File: src/rtl/ctrl_pkg.sv
// Shared encodings for the multi-cycle ARM-subset control unit: FSM states,
// condition codes, datapath select encodings and instruction field constants.
package ctrl_pkg;

   typedef enum logic [3:0] {
      S_FETCH  = 4'd0,
      S_DECODE = 4'd1,
      S_MEMADR = 4'd2,
      S_MEMRD  = 4'd3,
      S_MEMWB  = 4'd4,
      S_MEMWR  = 4'd5,
      S_EXECR  = 4'd6,
      S_EXECI  = 4'd7,
      S_ALUWB  = 4'd8,
      S_LINK   = 4'd9,
      S_BRANCH = 4'd10
   } state_t;

   // ARM condition codes
   localparam logic [3:0] COND_EQ = 4'b0000;
   localparam logic [3:0] COND_NE = 4'b0001;
   localparam logic [3:0] COND_CS = 4'b0010;
   localparam logic [3:0] COND_CC = 4'b0011;
   localparam logic [3:0] COND_MI = 4'b0100;
   localparam logic [3:0] COND_PL = 4'b0101;
   localparam logic [3:0] COND_VS = 4'b0110;
   localparam logic [3:0] COND_VC = 4'b0111;
   localparam logic [3:0] COND_HI = 4'b1000;
   localparam logic [3:0] COND_LS = 4'b1001;
   localparam logic [3:0] COND_GE = 4'b1010;
   localparam logic [3:0] COND_LT = 4'b1011;
   localparam logic [3:0] COND_GT = 4'b1100;
   localparam logic [3:0] COND_LE = 4'b1101;
   localparam logic [3:0] COND_AL = 4'b1110;
   localparam logic [3:0] COND_NV = 4'b1111;

   // alu_control
   localparam logic [2:0] ALU_ADD   = 3'b000;
   localparam logic [2:0] ALU_SUB   = 3'b001;
   localparam logic [2:0] ALU_AND   = 3'b010;
   localparam logic [2:0] ALU_ORR   = 3'b011;
   localparam logic [2:0] ALU_PASSB = 3'b100;

   // alu_src_b
   localparam logic [1:0] SRCB_RD2  = 2'b00;
   localparam logic [1:0] SRCB_IMM  = 2'b01;
   localparam logic [1:0] SRCB_FOUR = 2'b10;

   // imm_src
   localparam logic [1:0] IMM_ROT8  = 2'b00;
   localparam logic [1:0] IMM_12    = 2'b01;
   localparam logic [1:0] IMM_24    = 2'b10;

   // result_src
   localparam logic [1:0] RES_ALUOUT = 2'b00;
   localparam logic [1:0] RES_RDATA  = 2'b01;
   localparam logic [1:0] RES_ALURES = 2'b10;
   localparam logic [1:0] RES_PC     = 2'b11;

   // op field instr[27:26]
   localparam logic [1:0] OP_DP  = 2'b00;
   localparam logic [1:0] OP_MEM = 2'b01;
   localparam logic [1:0] OP_BR  = 2'b10;

   // cmd field instr[24:21]
   localparam logic [3:0] CMD_AND = 4'b0000;
   localparam logic [3:0] CMD_SUB = 4'b0010;
   localparam logic [3:0] CMD_ADD = 4'b0100;
   localparam logic [3:0] CMD_CMP = 4'b1010;
   localparam logic [3:0] CMD_ORR = 4'b1100;
   localparam logic [3:0] CMD_MOV = 4'b1101;

   // ALU operation for a data-processing cmd; CMP is a SUB whose result is discarded
   function automatic logic [2:0] cmd_to_alu(input logic [3:0] cmd);
      case (cmd)
         CMD_ADD:          cmd_to_alu = ALU_ADD;
         CMD_SUB, CMD_CMP: cmd_to_alu = ALU_SUB;
         CMD_AND:          cmd_to_alu = ALU_AND;
         CMD_ORR:          cmd_to_alu = ALU_ORR;
         CMD_MOV:          cmd_to_alu = ALU_PASSB;
         default:          cmd_to_alu = ALU_ADD;
      endcase
   endfunction

endpackage

File: src/rtl/cond_check.sv
// ARM condition evaluation against NZCV; NV (1111) never passes.
module cond_check
   import ctrl_pkg::*;
(
   input  logic [3:0] cond,
   input  logic [3:0] nzcv,
   output logic       pass
);

   logic w_n, w_z, w_c, w_v;
   assign {w_n, w_z, w_c, w_v} = nzcv;

   // Pure lookup of the 16 condition encodings
   always_comb begin
      pass = 1'b0;
      case (cond)
         COND_EQ: pass = w_z;
         COND_NE: pass = ~w_z;
         COND_CS: pass = w_c;
         COND_CC: pass = ~w_c;
         COND_MI: pass = w_n;
         COND_PL: pass = ~w_n;
         COND_VS: pass = w_v;
         COND_VC: pass = ~w_v;
         COND_HI: pass = w_c & ~w_z;
         COND_LS: pass = ~w_c | w_z;
         COND_GE: pass = (w_n == w_v);
         COND_LT: pass = (w_n != w_v);
         COND_GT: pass = ~w_z & (w_n == w_v);
         COND_LE: pass = w_z | (w_n != w_v);
         COND_AL: pass = 1'b1;
         default: pass = 1'b0;
      endcase
   end

endmodule

File: src/rtl/multicycle_control_unit.sv
// Multi-cycle sequencer: FSM state register, NZCV flag register, next-state
// logic and per-state datapath control decode. Memory uses req/ready.
module multicycle_control_unit
   import ctrl_pkg::*;
#(
   parameter logic ENABLE_BL    = 1'b1,
   parameter logic ENABLE_LOGIC = 1'b1
) (
   input  logic        clk,
   input  logic        reset_n,
   input  logic [31:0] instr,
   input  logic [3:0]  alu_flags,
   input  logic        mem_ready,
   output logic        mem_req,
   output logic        mem_write,
   output logic        pc_write,
   output logic        ir_write,
   output logic        reg_write,
   output logic        adr_src,
   output logic        alu_src_a,
   output logic [1:0]  alu_src_b,
   output logic [1:0]  imm_src,
   output logic [2:0]  alu_control,
   output logic [1:0]  result_src,
   output logic [1:0]  reg_src,
   output logic        wa_lr,
   output logic [3:0]  flags,
   output logic [3:0]  state
);

   state_t     r_state, w_next;
   logic [3:0] r_flags;

   logic [1:0] w_op;
   logic [3:0] w_cmd;
   logic       w_cond_pass, w_cmd_ok, w_cmd_logic;
   logic       w_mreq, w_mwr, w_pcw, w_irw, w_rgw, w_adr, w_srca, w_walr;
   logic [1:0] w_srcb, w_imm, w_res, w_rsrc;
   logic [2:0] w_alu;
   logic       w_flag_all, w_flag_nz;

   assign w_op  = instr[27:26];
   assign w_cmd = instr[24:21];

   // DECODE always looks at the architectural flags, never the live ALU flags
   cond_check u_cond (
      .cond (instr[31:28]),
      .nzcv (r_flags),
      .pass (w_cond_pass)
   );

   // Supported data-processing commands; logic ops drop out when disabled
   always_comb begin
      w_cmd_ok    = 1'b0;
      w_cmd_logic = 1'b0;
      case (w_cmd)
         CMD_ADD, CMD_SUB, CMD_CMP: w_cmd_ok = 1'b1;
         CMD_MOV:                   begin w_cmd_ok = 1'b1; w_cmd_logic = 1'b1; end
         CMD_AND, CMD_ORR:          begin w_cmd_ok = ENABLE_LOGIC; w_cmd_logic = 1'b1; end
         default:                   w_cmd_ok = 1'b0;
      endcase
   end

   // State register
   always_ff @(posedge clk or negedge reset_n) begin
      if (!reset_n) r_state <= S_FETCH;
      else          r_state <= w_next;
   end

   // Flags register: arithmetic loads NZCV, logic/MOV loads only N,Z
   always_ff @(posedge clk or negedge reset_n) begin
      if (!reset_n)        r_flags      <= 4'b0000;
      else if (w_flag_all) r_flags      <= alu_flags;
      else if (w_flag_nz)  r_flags[3:2] <= alu_flags[3:2];
   end

   // Next-state and raw control decode per state
   always_comb begin
      w_next     = r_state;
      w_mreq     = 1'b0;
      w_mwr      = 1'b0;
      w_pcw      = 1'b0;
      w_irw      = 1'b0;
      w_rgw      = 1'b0;
      w_adr      = 1'b0;
      w_srca     = 1'b0;
      w_srcb     = SRCB_RD2;
      w_imm      = IMM_ROT8;
      w_alu      = ALU_ADD;
      w_res      = RES_ALUOUT;
      w_rsrc     = 2'b00;
      w_walr     = 1'b0;
      w_flag_all = 1'b0;
      w_flag_nz  = 1'b0;
      case (r_state)
         S_FETCH: begin
            w_mreq = 1'b1;
            w_srca = 1'b1;
            w_srcb = SRCB_FOUR;
            w_res  = RES_ALURES;
            if (mem_ready) begin
               w_pcw  = 1'b1;
               w_irw  = 1'b1;
               w_next = S_DECODE;
            end
         end
         S_DECODE: begin
            w_next = S_FETCH;
            if (w_cond_pass) begin
               case (w_op)
                  OP_MEM: w_next = S_MEMADR;
                  OP_DP:  if (w_cmd_ok) w_next = instr[25] ? S_EXECI : S_EXECR;
                  OP_BR:  w_next = (ENABLE_BL && instr[24]) ? S_LINK : S_BRANCH;
                  default: w_next = S_FETCH;
               endcase
            end
         end
         S_MEMADR: begin
            w_srcb = SRCB_IMM;
            w_imm  = IMM_12;
            w_alu  = instr[23] ? ALU_ADD : ALU_SUB;
            w_next = instr[20] ? S_MEMRD : S_MEMWR;
         end
         S_MEMRD: begin
            w_mreq = 1'b1;
            w_adr  = 1'b1;
            if (mem_ready) w_next = S_MEMWB;
         end
         S_MEMWB: begin
            w_rgw  = 1'b1;
            w_res  = RES_RDATA;
            w_next = S_FETCH;
         end
         S_MEMWR: begin
            w_mreq = 1'b1;
            w_mwr  = 1'b1;
            w_adr  = 1'b1;
            w_rsrc = 2'b10;
            if (mem_ready) w_next = S_FETCH;
         end
         S_EXECR, S_EXECI: begin
            w_srcb = (r_state == S_EXECI) ? SRCB_IMM : SRCB_RD2;
            w_alu  = cmd_to_alu(w_cmd);
            if (instr[20] || w_cmd == CMD_CMP) begin
               w_flag_all = ~w_cmd_logic;
               w_flag_nz  = w_cmd_logic;
            end
            w_next = (w_cmd == CMD_CMP) ? S_FETCH : S_ALUWB;
         end
         S_ALUWB: begin
            w_rgw  = 1'b1;
            w_next = S_FETCH;
         end
         S_LINK: begin
            w_rgw  = 1'b1;
            w_walr = 1'b1;
            w_res  = RES_PC;
            w_next = S_BRANCH;
         end
         S_BRANCH: begin
            w_srca = 1'b1;
            w_srcb = SRCB_IMM;
            w_imm  = IMM_24;
            w_res  = RES_ALURES;
            w_pcw  = 1'b1;
            w_next = S_FETCH;
         end
         default: w_next = S_FETCH;
      endcase
   end

   // Reset masks controls combinationally so an in-flight request drops at once
   assign mem_req     = reset_n & w_mreq;
   assign mem_write   = reset_n & w_mwr;
   assign pc_write    = reset_n & w_pcw;
   assign ir_write    = reset_n & w_irw;
   assign reg_write   = reset_n & w_rgw;
   assign adr_src     = reset_n & w_adr;
   assign alu_src_a   = reset_n & w_srca;
   assign wa_lr       = reset_n & w_walr;
   assign alu_src_b   = reset_n ? w_srcb : 2'b00;
   assign imm_src     = reset_n ? w_imm  : 2'b00;
   assign alu_control = reset_n ? w_alu  : 3'b000;
   assign result_src  = reset_n ? w_res  : 2'b00;
   assign reg_src     = reset_n ? w_rsrc : 2'b00;

   assign flags = r_flags;
   assign state = r_state;

endmodule

File: config.mk
export PLATFORM = sky130hd
export DESIGN_NAME = multicycle_control_unit
export DESIGN_NICKNAME = d
export VERILOG_FILES = /design/src/rtl/ctrl_pkg.sv /design/src/rtl/cond_check.sv /design/src/rtl/multicycle_control_unit.sv
export SDC_FILE = /design/constraint.sdc
export NUM_CORES = 1
export LEC_CHECK = 0
export CAP_MARGIN = 15
export CORE_MARGIN = 5
export CORE_UTILIZATION = 31
export DETAILED_ROUTE_END_ITERATION = 16
export PLACE_DENSITY = 0.84
export SLEW_MARGIN = 10
export SYNTH_ARGS = -nofsm -noshare
export SYNTH_HDL_FRONTEND = slang
export SYNTH_SLANG_ARGS = --single-unit
File: constraint.sdc
create_clock -name clk -period 1.8 [get_ports clk]
set_input_delay 0.54 -clock clk [delete_from_list [all_inputs] [get_ports clk]]
set_output_delay 0.54 -clock clk [all_outputs]
set_load 0.03 [all_outputs]
==> metrics.txt, run 1 <==
cell taking the most area after synthesis dfrtp_1; CP arrival 1550 ps; Synthesized Nets between 150 and 200; Ys Warns 0; CTS tree yes; CP Capture Type primary output; Lkg Pwr 0.9617 nW; crit path max fanout 5; Num CTS Buffers 3; worst hold slack 567.4 ps; max-slew violations 0; post-synth cell types 40; max cap viols 0; drt pass-1 iters 4; diodes inserted 0; Die Y-Extent 64.51 µm; Final Net Count between 200 and 300; share of cells above drive strength 1 a little under two thirds; DRC viols 0; crit share post-route 116.2%; pre-CTS WS -626.3 ps; TritonCTS Sinks 8; Die W 64.51 µm; routed len/inst about 14 µm; Final Hold Viols 0; Via density 5.230; first-pass GRT wire length between 5 and 6 mm; Detail Route met3 WL 198 µm; Iter 0 DRT Violations 43; minimum clock period 2091 ps; Worst IR Drop VDD 0.6719 mV; Clock Tree Buf Depth 2; Hold-fix buffers, CTS 0; most frequent cells in the layout buf_4 (49), buf_6 (19), nor2_1 (10), dlygate4sd2_1 (10), clkdlybuf4s50_1 (9); Final Non-Filler Cells around 250; clock root buffer clkbuf_4; violated checks setup timing; I/O pins 66; Syn Std Cell Area 920.9 µm²; top cells by area, synth dfrtp_1 (22%), nor2_1 (6.9%), mux2_2 (6.1%); # port buffers 44; PwrDens 1108 nW/µm²; Initial Utilization 32.83%; top sig layer met4; vias in the first global route 1329; post-route setup slack -290.8 ps; register area approximately 210 µm²; Max Fclk 0.4783 GHz; status finished with violations; Placed Instances about 230; # setup viols final 18; CTS H-Tree Depth 1; # rows 19; DRT met1 WL 1.395 mm; Area Growth Syn to Fin 125.5%; worst endpoint required time around 1300 ps; Detail Placement HPWL roughly 2.8 mm; Via Count 1297; ANT nets after route 0; initial antenna violation count 0; Crit path largest cell delay 440 ps; placer congestion estimate approximately 0.87; Buf/Inv on CP 2; wire length on met2 around 1.9 mm; share of the synthesized area in the top cell type 21.74%; Post-synth EDFFs 0; sequential fraction of the synthesis area 21.74%; gr ovfl total 0; CP Launch Type register; Tot GR Track Use between 15 and 20%; Setup Skew approximately 14 ps; Mean Syn Cell Area 7.251 µm²; worst min-delay path category reg2reg; CP max-delay cell dfrtp_2; Clock Latency Late Sink around 260 ps; total power 2.302 mW; largest net degree at the start of global routing 10; Routed WL between 3 and 4 mm; most common cell after layout, fill and taps aside buf_4; fraction of synthesis flops using an asynchronous set or reset pin 100.0%; placed standard-cell area 1790 µm²; area occupied by multi-input gates about 900 µm²; crit path kind reg2out; cell area after layout 2077 µm²; crit path cell chain buf_12 > nor4_4 > and2_4 > or2_4 > buf_6; CORE AREA 2805 µm²; Yosys reg bits 8; RSZ-0062 raised after global routing true; die area ~4200 µm²; top cell family by delay on the critical path simple AND/OR/NAND/NOR gates; filler instances 197; Worst-path clk slew 60 ps; Syn Inst Count around 130; Main synth FF type dfrtp_1
## through the flow
stage                     TNS [ps]  utilization, %
after CTS                    -3876           71.77
after global placement      -12270           63.83
after floorplan              -1787               -
final                        -3752           74.04
after global routing         -5468           74.04
after detailed placement    -12970           63.83
## worst register-to-register path, cell delays in order (launching register included)
cell and delay (ps):
dfrtp_2 470, and3b_2 290, buf_6 100, buf_4 90, buf_4 100, a21boi_2 250
mux2_4 320
## synth_stat cells, types with 3 or more instances
master / number
a21oi_1: 8
clkbuf_1: 8
dfrtp_1: 8
inv_1: 8
mux2_2: 5
nand2_1: 8
nand2b_1: 6
nor2_1: 17
nor2b_1: 4
nor3_1: 6
nor3b_1: 4
o21ai_0: 4
or2_2: 3
or3_1: 3
xor2_1: 3
## report_power, final
group          switching, mW  internal, mW
logic                  0.916         0.895
clock network         0.0644        0.0850
registers             0.0940         0.248
total                   1.07          1.23
## cell type report
cell class	count	share of cell area [%]
multi-input combinational	101	43.55
clock buffer	4	1.265
timing repair buffer	96	41.87
sequential	8	10.00
inverter	8	1.446
tap	31	1.867
## timing repair
item / in CTS / in global routing
gates resized for setup: 60 / 15
setup endpoints to repair: 33 / 26
pin swaps: 16 / 7
setup buffers: 10 / 2
## per-layer routing
layer / track usage [%] / vias up
met4: 5.541 / 0
met5: 0 / -
li1: - / 631
met1: 19.47 / 605
met3: 4.145 / 9
met2: 32.09 / 52
## path summary, 6_finish.rpt
path	start	endpoint	slack [ps]	cells past startpoint
setup / recovery	state[0]	pc_write	-290	5
hold / removal	flags[3]	flags[3]	570	1
setup reg to reg	state[3]	flags[0]	40	6
hold reg to reg	flags[3]	flags[3]	570	1
max in group asynchronous	reset_n	flags[0]	1070	5
min in group asynchronous	reset_n	state[0]	580	5
## cells by family after synthesis
logic type,Yosys count,share of synthesized area (%)
AOI/OAI and AO/OA,28,22.29
xor gates and xnor gates,3,2.854
buffers and inverters,18,8.152
DFF,8,21.74
muxes,7,8.288
other,1,0.4072
and+or+nand+nor,62,36.28
## flip-flops by register name (all words and copies together), names as in the netlist
register and flops:
flags 4, state 4
(Power assumes the default switching activity.)
==> run 2, diff against run 1 <==
--- a/config.mk
+++ b/config.mk
@@ -8,8 +8,10 @@
 export CAP_MARGIN = 15
 export CORE_MARGIN = 5
 export CORE_UTILIZATION = 31
+export CTS_CLUSTER_SIZE = 8
 export DETAILED_ROUTE_END_ITERATION = 16
 export PLACE_DENSITY = 0.84
+export SKIP_LAST_GASP = 1
 export SLEW_MARGIN = 10
 export SYNTH_ARGS = -nofsm -noshare
 export SYNTH_HDL_FRONTEND = slang
==> metrics.txt, run 2 (synthesized netlist as in run 1, its figures left out) <==
status finished with violations (unchanged); violated checks setup timing (unchanged); clock root buffer clkbuf_4 (unchanged); Num CTS Buffers 3 (unchanged); worst endpoint required time 1260 ps (about the same); initial antenna violation count 0 (unchanged); Initial Utilization 32.83% (unchanged); Detail Placement HPWL 2.813 mm (unchanged); Worst IR Drop VDD 0.7049 mV (was 0.6719 mV); Max Fclk 0.4771 GHz (was 0.4783 GHz); CORE AREA 2805 µm² (unchanged); PwrDens 1132 nW/µm² (was 1108 nW/µm²); Area Growth Syn to Fin 130.8% (was 125.5%); Hold-fix buffers, CTS 0 (unchanged); Iter 0 DRT Violations 40 (was 43); CTS tree yes (unchanged); crit path cell chain buf_12 > nor3_1 > a21oi_2 > nor3b_4 > buf_4 (was buf_12 > nor4_4 > and2_4 > or2_4 > buf_6); # port buffers 44 (unchanged); max cap viols 0 (unchanged); Seq pwr share 14.0% (was 14.9%); post-route setup slack -295.9 ps (was -290.8 ps); vias in the first global route 1339 (was 1329); Reg2Reg Setup Slack 60 ps (was 40 ps); power share of the clock group 6.3% (was 6.5%); Buf/Inv on CP 2 (unchanged); crit path max fanout 4 (was 5); RSZ-0062 raised after global routing true (unchanged); worst min-delay path category reg2reg (unchanged); DRC viols 0 (unchanged); Final Hold Viols 0 (unchanged); Final Net Count 262 (was 257); Clock Tree Buf Depth 2 (unchanged); r2r endpoint flags[0] (unchanged); CP Capture Type primary output (unchanged); CP max-delay cell dfrtp_2 (unchanged); Clock Latency Late Sink 260 ps (about the same); R2R Path Start state[3] (unchanged); fraction of power spent switching nets 46.07% (was 46.66%); share of cells above drive strength 1 63.96% (was 63.59%); crit path to mem_req (was pc_write); first-pass GRT wire length 5.927 mm (was 5.899 mm); total power 2.407 mW (was 2.302 mW); fin util 75.78% (was 74.04%); Tot GR Track Use 17.44% (was 17.33%); Crit path depth 5 (unchanged); filler instances 191 (was 197); # setup viols final 19 (was 18); Psw 1.109 mW (was 1.074 mW); Worst-path clk slew 60 ps (about the same); ANT nets after route 0 (unchanged); gr ovfl total 0 (unchanged); top cell family by delay on the critical path flip-flops (was simple AND/OR/NAND/NOR gates); combinational share of power 79.7% (was 78.7%); Internal Power 1.298 mW (was 1.228 mW); # rows 19 (unchanged); Lkg Pwr 0.9900 nW (was 0.9617 nW); routed len/inst 14.31 µm (was 14.15 µm); diodes inserted 0 (unchanged); Crit path largest cell delay 440 ps (about the same); I/O pins 66 (unchanged); crit share post-route 116.4% (was 116.2%); die area 4161 µm² (unchanged); CP startpoint state[0] (unchanged); TritonCTS Sinks 8 (unchanged); drt pass-1 iters 4 (unchanged); worst hold slack 567.5 ps (was 567.4 ps); Via density 5.166 (was 5.230); Routed WL 3.621 mm (was 3.508 mm); Via Count 1307 (was 1297); most common cell after layout, fill and taps aside buf_4 (unchanged); crit path kind reg2out (unchanged); minimum clock period 2096 ps (was 2091 ps); Setup Skew 14.69 ps (was 13.67 ps); CP arrival 1560 ps (was 1550 ps); largest net degree at the start of global routing 10 (unchanged); CTS H-Tree Depth 1 (unchanged); Die W 64.51 µm (unchanged); Die Y-Extent 64.51 µm (unchanged); FF-to-FF path depth 6 (unchanged); most frequent cells in the layout buf_4 (52), buf_6 (21), nor2_1 (10), dlygate4sd2_1 (10), clkdlybuf4s50_1 (9) (was buf_4 (49), buf_6 (19), nor2_1 (10), dlygate4sd2_1 (10), clkdlybuf4s50_1 (9)); max-slew violations 0 (unchanged); placer congestion estimate 0.8727 (unchanged); CP Launch Type register (unchanged)
==> run 2: final cells by class <==
cell class                      instances  area [µm²]  area share (%)
Timing Repair Buffer                  101       914.6           43.03
Multi-Input combinational cell        101       905.9           42.61
Clock buffer                            4       26.28           1.236
Inverter                                8       32.53           1.530
Sequential cell                         8       207.7           9.770
Tap cell                               31       38.79           1.825
==> run 2: worst register-to-register path: stages (launching register included) <==
cell      delay (ps)
dfrtp_2          460
and3b_2          290
buf_6            100
buf_4             90
buf_4            100
a21boi_2         250
mux2_4           320
==> run 2: timing repair <==
| action | in CTS | in global routing |
|---|---|---|
| setup buffers | 10 | 7 |
| pin swaps | 16 | 11 |
| endpoints found under the setup margin | 33 | 26 |
| resized for setup | 57 | 22 |
==> run 2: worst min path at each step <==
stage | startpoint | end | slack, ps | cells after the start
after floorplan | reset_n | flags[0] | 240 | 0
after global placement | flags[3] | flags[3] | 530 | 1
after detailed placement | flags[3] | flags[3] | 560 | 1
after CTS | reset_n | state[1] | 560 | 5
after global routing | reset_n | state[0] | 580 | 5
final | flags[3] | flags[3] | 570 | 1
==> run 2: power by group through the flow <==
| stage | Sequential [mW] | Combinational (mW) | Clock (mW) |
|---|---|---|---|
| 2_1_floorplan | 0.436 | 0.857 | 0 |
| 3_3_place_gp | 0.337 | 1.52 | 0 |
| 3_5_place_dp | 0.342 | 1.57 | 0 |
| 4_1_cts | 0.335 | 1.74 | 0.155 |
| 5_1_grt | 0.350 | 2.04 | 0.176 |
| 6_report | 0.337 | 1.92 | 0.150 |
==> run 2: through the flow <==
step / instance area (µm²) / worst slack (ps) / TNS (ps) / instances
finish: 2126 / -295.9 / -4067 / 253
global route: 2126 / -415.1 / -5893 / 253
CTS: 2003 / -293.6 / -3933 / 246
detailed placement: 1790 / -626.3 / -12970 / 232
global placement: 1790 / -622.1 / -12270 / 232
floorplan: 1144 / -440.0 / -1787 / 127
==> run 2: metal layers <==
metal,global-route usage (%),share of wire [%]
met1,19.37,39
met3,4.318,4.8
met2,31.83,54
met5,0,0
met4,6.860,1.7
==> run 3, diff against run 2 <==
--- a/config.mk
+++ b/config.mk
@@ -6,6 +6,7 @@
 export NUM_CORES = 1
 export LEC_CHECK = 0
 export CAP_MARGIN = 15
+export CORE_ASPECT_RATIO = 0.5
 export CORE_MARGIN = 5
 export CORE_UTILIZATION = 31
 export CTS_CLUSTER_SIZE = 8
==> metrics.txt, run 3 (synthesized netlist as in run 1, its figures left out) <==
clock root buffer clkbuf_8 (was clkbuf_4); crit share post-route 118.8% (was 116.4%); # port buffers 44 (unchanged); Crit path top cell by count buf_6; CP Launch Type register (unchanged); DRC viols 0 (unchanged); Initial Utilization 31.48% (was 32.83%); diodes inserted 0 (unchanged); die area 4227 µm² (was 4161 µm²); routed len/inst 20.41 µm (was 14.31 µm); CP max-delay cell dfrtp_2 (unchanged); filler instances 169 (was 191); initial antenna violation count 0 (unchanged); violated checks setup timing (unchanged); Max Fclk 0.4675 GHz (was 0.4771 GHz); Routed WL 5.287 mm (was 3.621 mm); Crit path largest cell delay 460 ps (was 440 ps); CORE AREA 2925 µm² (was 2805 µm²); Lkg Pwr 0.9992 nW (was 0.9900 nW); CTS tree yes (unchanged); combinational share of power 78.3% (was 79.7%); max-slew violations 0 (unchanged); crit path kind reg2out (unchanged); vias in the first global route 1527 (was 1339); Iter 0 DRT Violations 145 (was 40); Via Count 1440 (was 1307); Area Growth Syn to Fin 140.9% (was 130.8%); RSZ-0062 raised after global routing true (unchanged); Internal Power 1.436 mW (was 1.298 mW); Worst-path clk slew 50 ps (was 60 ps); worst endpoint required time 1260 ps (about the same); most common cell after layout, fill and taps aside buf_4 (unchanged); Final Net Count 259 (was 262); # setup viols final 20 (was 19); cell area after layout 2218 µm² (was 2126 µm²); gr ovfl total 0 (unchanged); ANT nets after route 0 (unchanged); Die W 87.08 µm (was 64.51 µm); placer congestion estimate 0.8312 (was 0.8727); Detail Placement HPWL 2.946 mm (was 2.813 mm); max cap viols 0 (unchanged); Seq pwr share 12.9% (was 14.0%); CP arrival 1600 ps (was 1560 ps); TritonCTS Sinks 8 (unchanged); Psw 1.300 mW (was 1.109 mW); Worst IR Drop VDD 0.6290 mV (was 0.7049 mV); most frequent cells in the layout buf_4 (50), buf_6 (23), clkdlybuf4s50_1 (10) (was buf_4 (52), buf_6 (21), nor2_1 (10), dlygate4sd2_1 (10), clkdlybuf4s50_1 (9)); Final Hold Viols 0 (unchanged); power share of the clock group 8.8% (was 6.3%); worst hold slack 404.4 ps (was 567.5 ps); # rows 14 (was 19); crit path max fanout 5 (was 4); I/O pins 66 (unchanged); largest net degree at the start of global routing 9 (was 10); Setup Skew 13.39 ps (was 14.69 ps); Via density 5.560 (was 5.166); CTS H-Tree Depth 1 (unchanged); first-pass GRT wire length 7.824 mm (was 5.927 mm); PwrDens 1233 nW/µm² (was 1132 nW/µm²); Num CTS Buffers 3 (unchanged); minimum clock period 2139 ps (was 2096 ps); worst min-delay path category in2async (was reg2reg); global routing usage on met1 26.53% (was 19.37%); Die Y-Extent 48.54 µm (was 64.51 µm); Tot GR Track Use 23.66% (was 17.44%); GR Layer Usage met2 41.81% (was 31.83%); Clock Tree Buf Depth 2 (unchanged); drt pass-1 iters 4 (unchanged); fraction of power spent switching nets 47.50% (was 46.07%); share of cells above drive strength 1 69.86% (was 63.96%); post-route setup slack -339.1 ps (was -295.9 ps); Clock Latency Late Sink 240 ps (was 260 ps); status finished with violations (unchanged); crit path cell chain buf_6 > nor4_4 > buf_4 > or2_4 > buf_6 (was buf_12 > nor3_1 > a21oi_2 > nor3b_4 > buf_4); met3 usage 6.102% (was 4.318%); CP Capture Type primary output (unchanged); placed standard-cell area 1819 µm² (was 1790 µm²); most used routing layer met2 (unchanged)
run 3: final cells by class:
| class | instances | area, µm² | area share, % |
|---|---|---|---|
| Sequential cell | 8 | 209.0 | 9.419 |
| Multi-Input combinational cell | 101 | 1007 | 45.40 |
| Tap cell | 40 | 50.05 | 2.256 |
| Timing Repair Buffer | 98 | 877.1 | 39.54 |
| Inverter | 8 | 30.03 | 1.354 |
| Clock buffer | 4 | 45.04 | 2.030 |
run 3: power by group through the flow:
| stage | Clock (mW) | Combinational, mW | Sequential [mW] |
|---|---|---|---|
| 2_1_floorplan | 0 | 0.857 | 0.436 |
| 3_3_place_gp | 0 | 1.55 | 0.336 |
| 3_5_place_dp | 0 | 1.59 | 0.339 |
| 4_1_cts | 0.231 | 1.90 | 0.340 |
| 5_1_grt | 0.252 | 2.24 | 0.360 |
| 6_report | 0.241 | 2.14 | 0.353 |
run 3: final timing paths:
| path | startpoint | endpoint | slack [ps] | depth (start not counted) |
|---|---|---|---|---|
| max | state[0] | alu_src_a | -340 | 5 |
| min | reset_n | state[1] | 400 | 3 |
| max reg2reg | flags[3] | state[2] | -120 | 5 |
| min reg2reg | flags[2] | flags[2] | 570 | 1 |
| max in group asynchronous | reset_n | state[3] | 1260 | 3 |
| min in group clk | flags[2] | flags[2] | 570 | 1 |
run 3: routing by layer:
metal | wire [µm] | vias up | part of all wire (%)
met5 | 0 | - | 0
met4 | 284 | 0 | 5.4
met3 | 415 | 32 | 7.8
met2 | 2702 | 83 | 51
met1 | 1884 | 692 | 36
li1 | - | 633 | -
run 3: timing repair:
action / CTS / global route
pin swaps: 21 / 10
hold buffers: 0 / 0
endpoints found under the setup margin: 31 / 24
buffers inserted: 9 / 2
resized for setup: 79 / 16
run 3: stage by stage:
step           total power, mW  setup TNS (ps)  utilization, %  std cells  worst slack [ps]
2_1_floorplan            1.293           -1787               -        127            -440.0
3_3_place_gp             1.889          -12200           62.19        244            -597.4
3_5_place_dp             1.930          -13050           62.19        244            -661.9
4_1_cts                  2.468           -3471           72.28        257            -283.1
5_1_grt                  2.854           -5050           75.83        259            -363.1
6_report                 2.736           -4218           75.83        259            -339.1
run 3: critical path, delay by kind of cell, from the launching register on:
kind,cells,cell delay (ps)
flops,1,460
buf+inv,3,450
simple gates,2,440
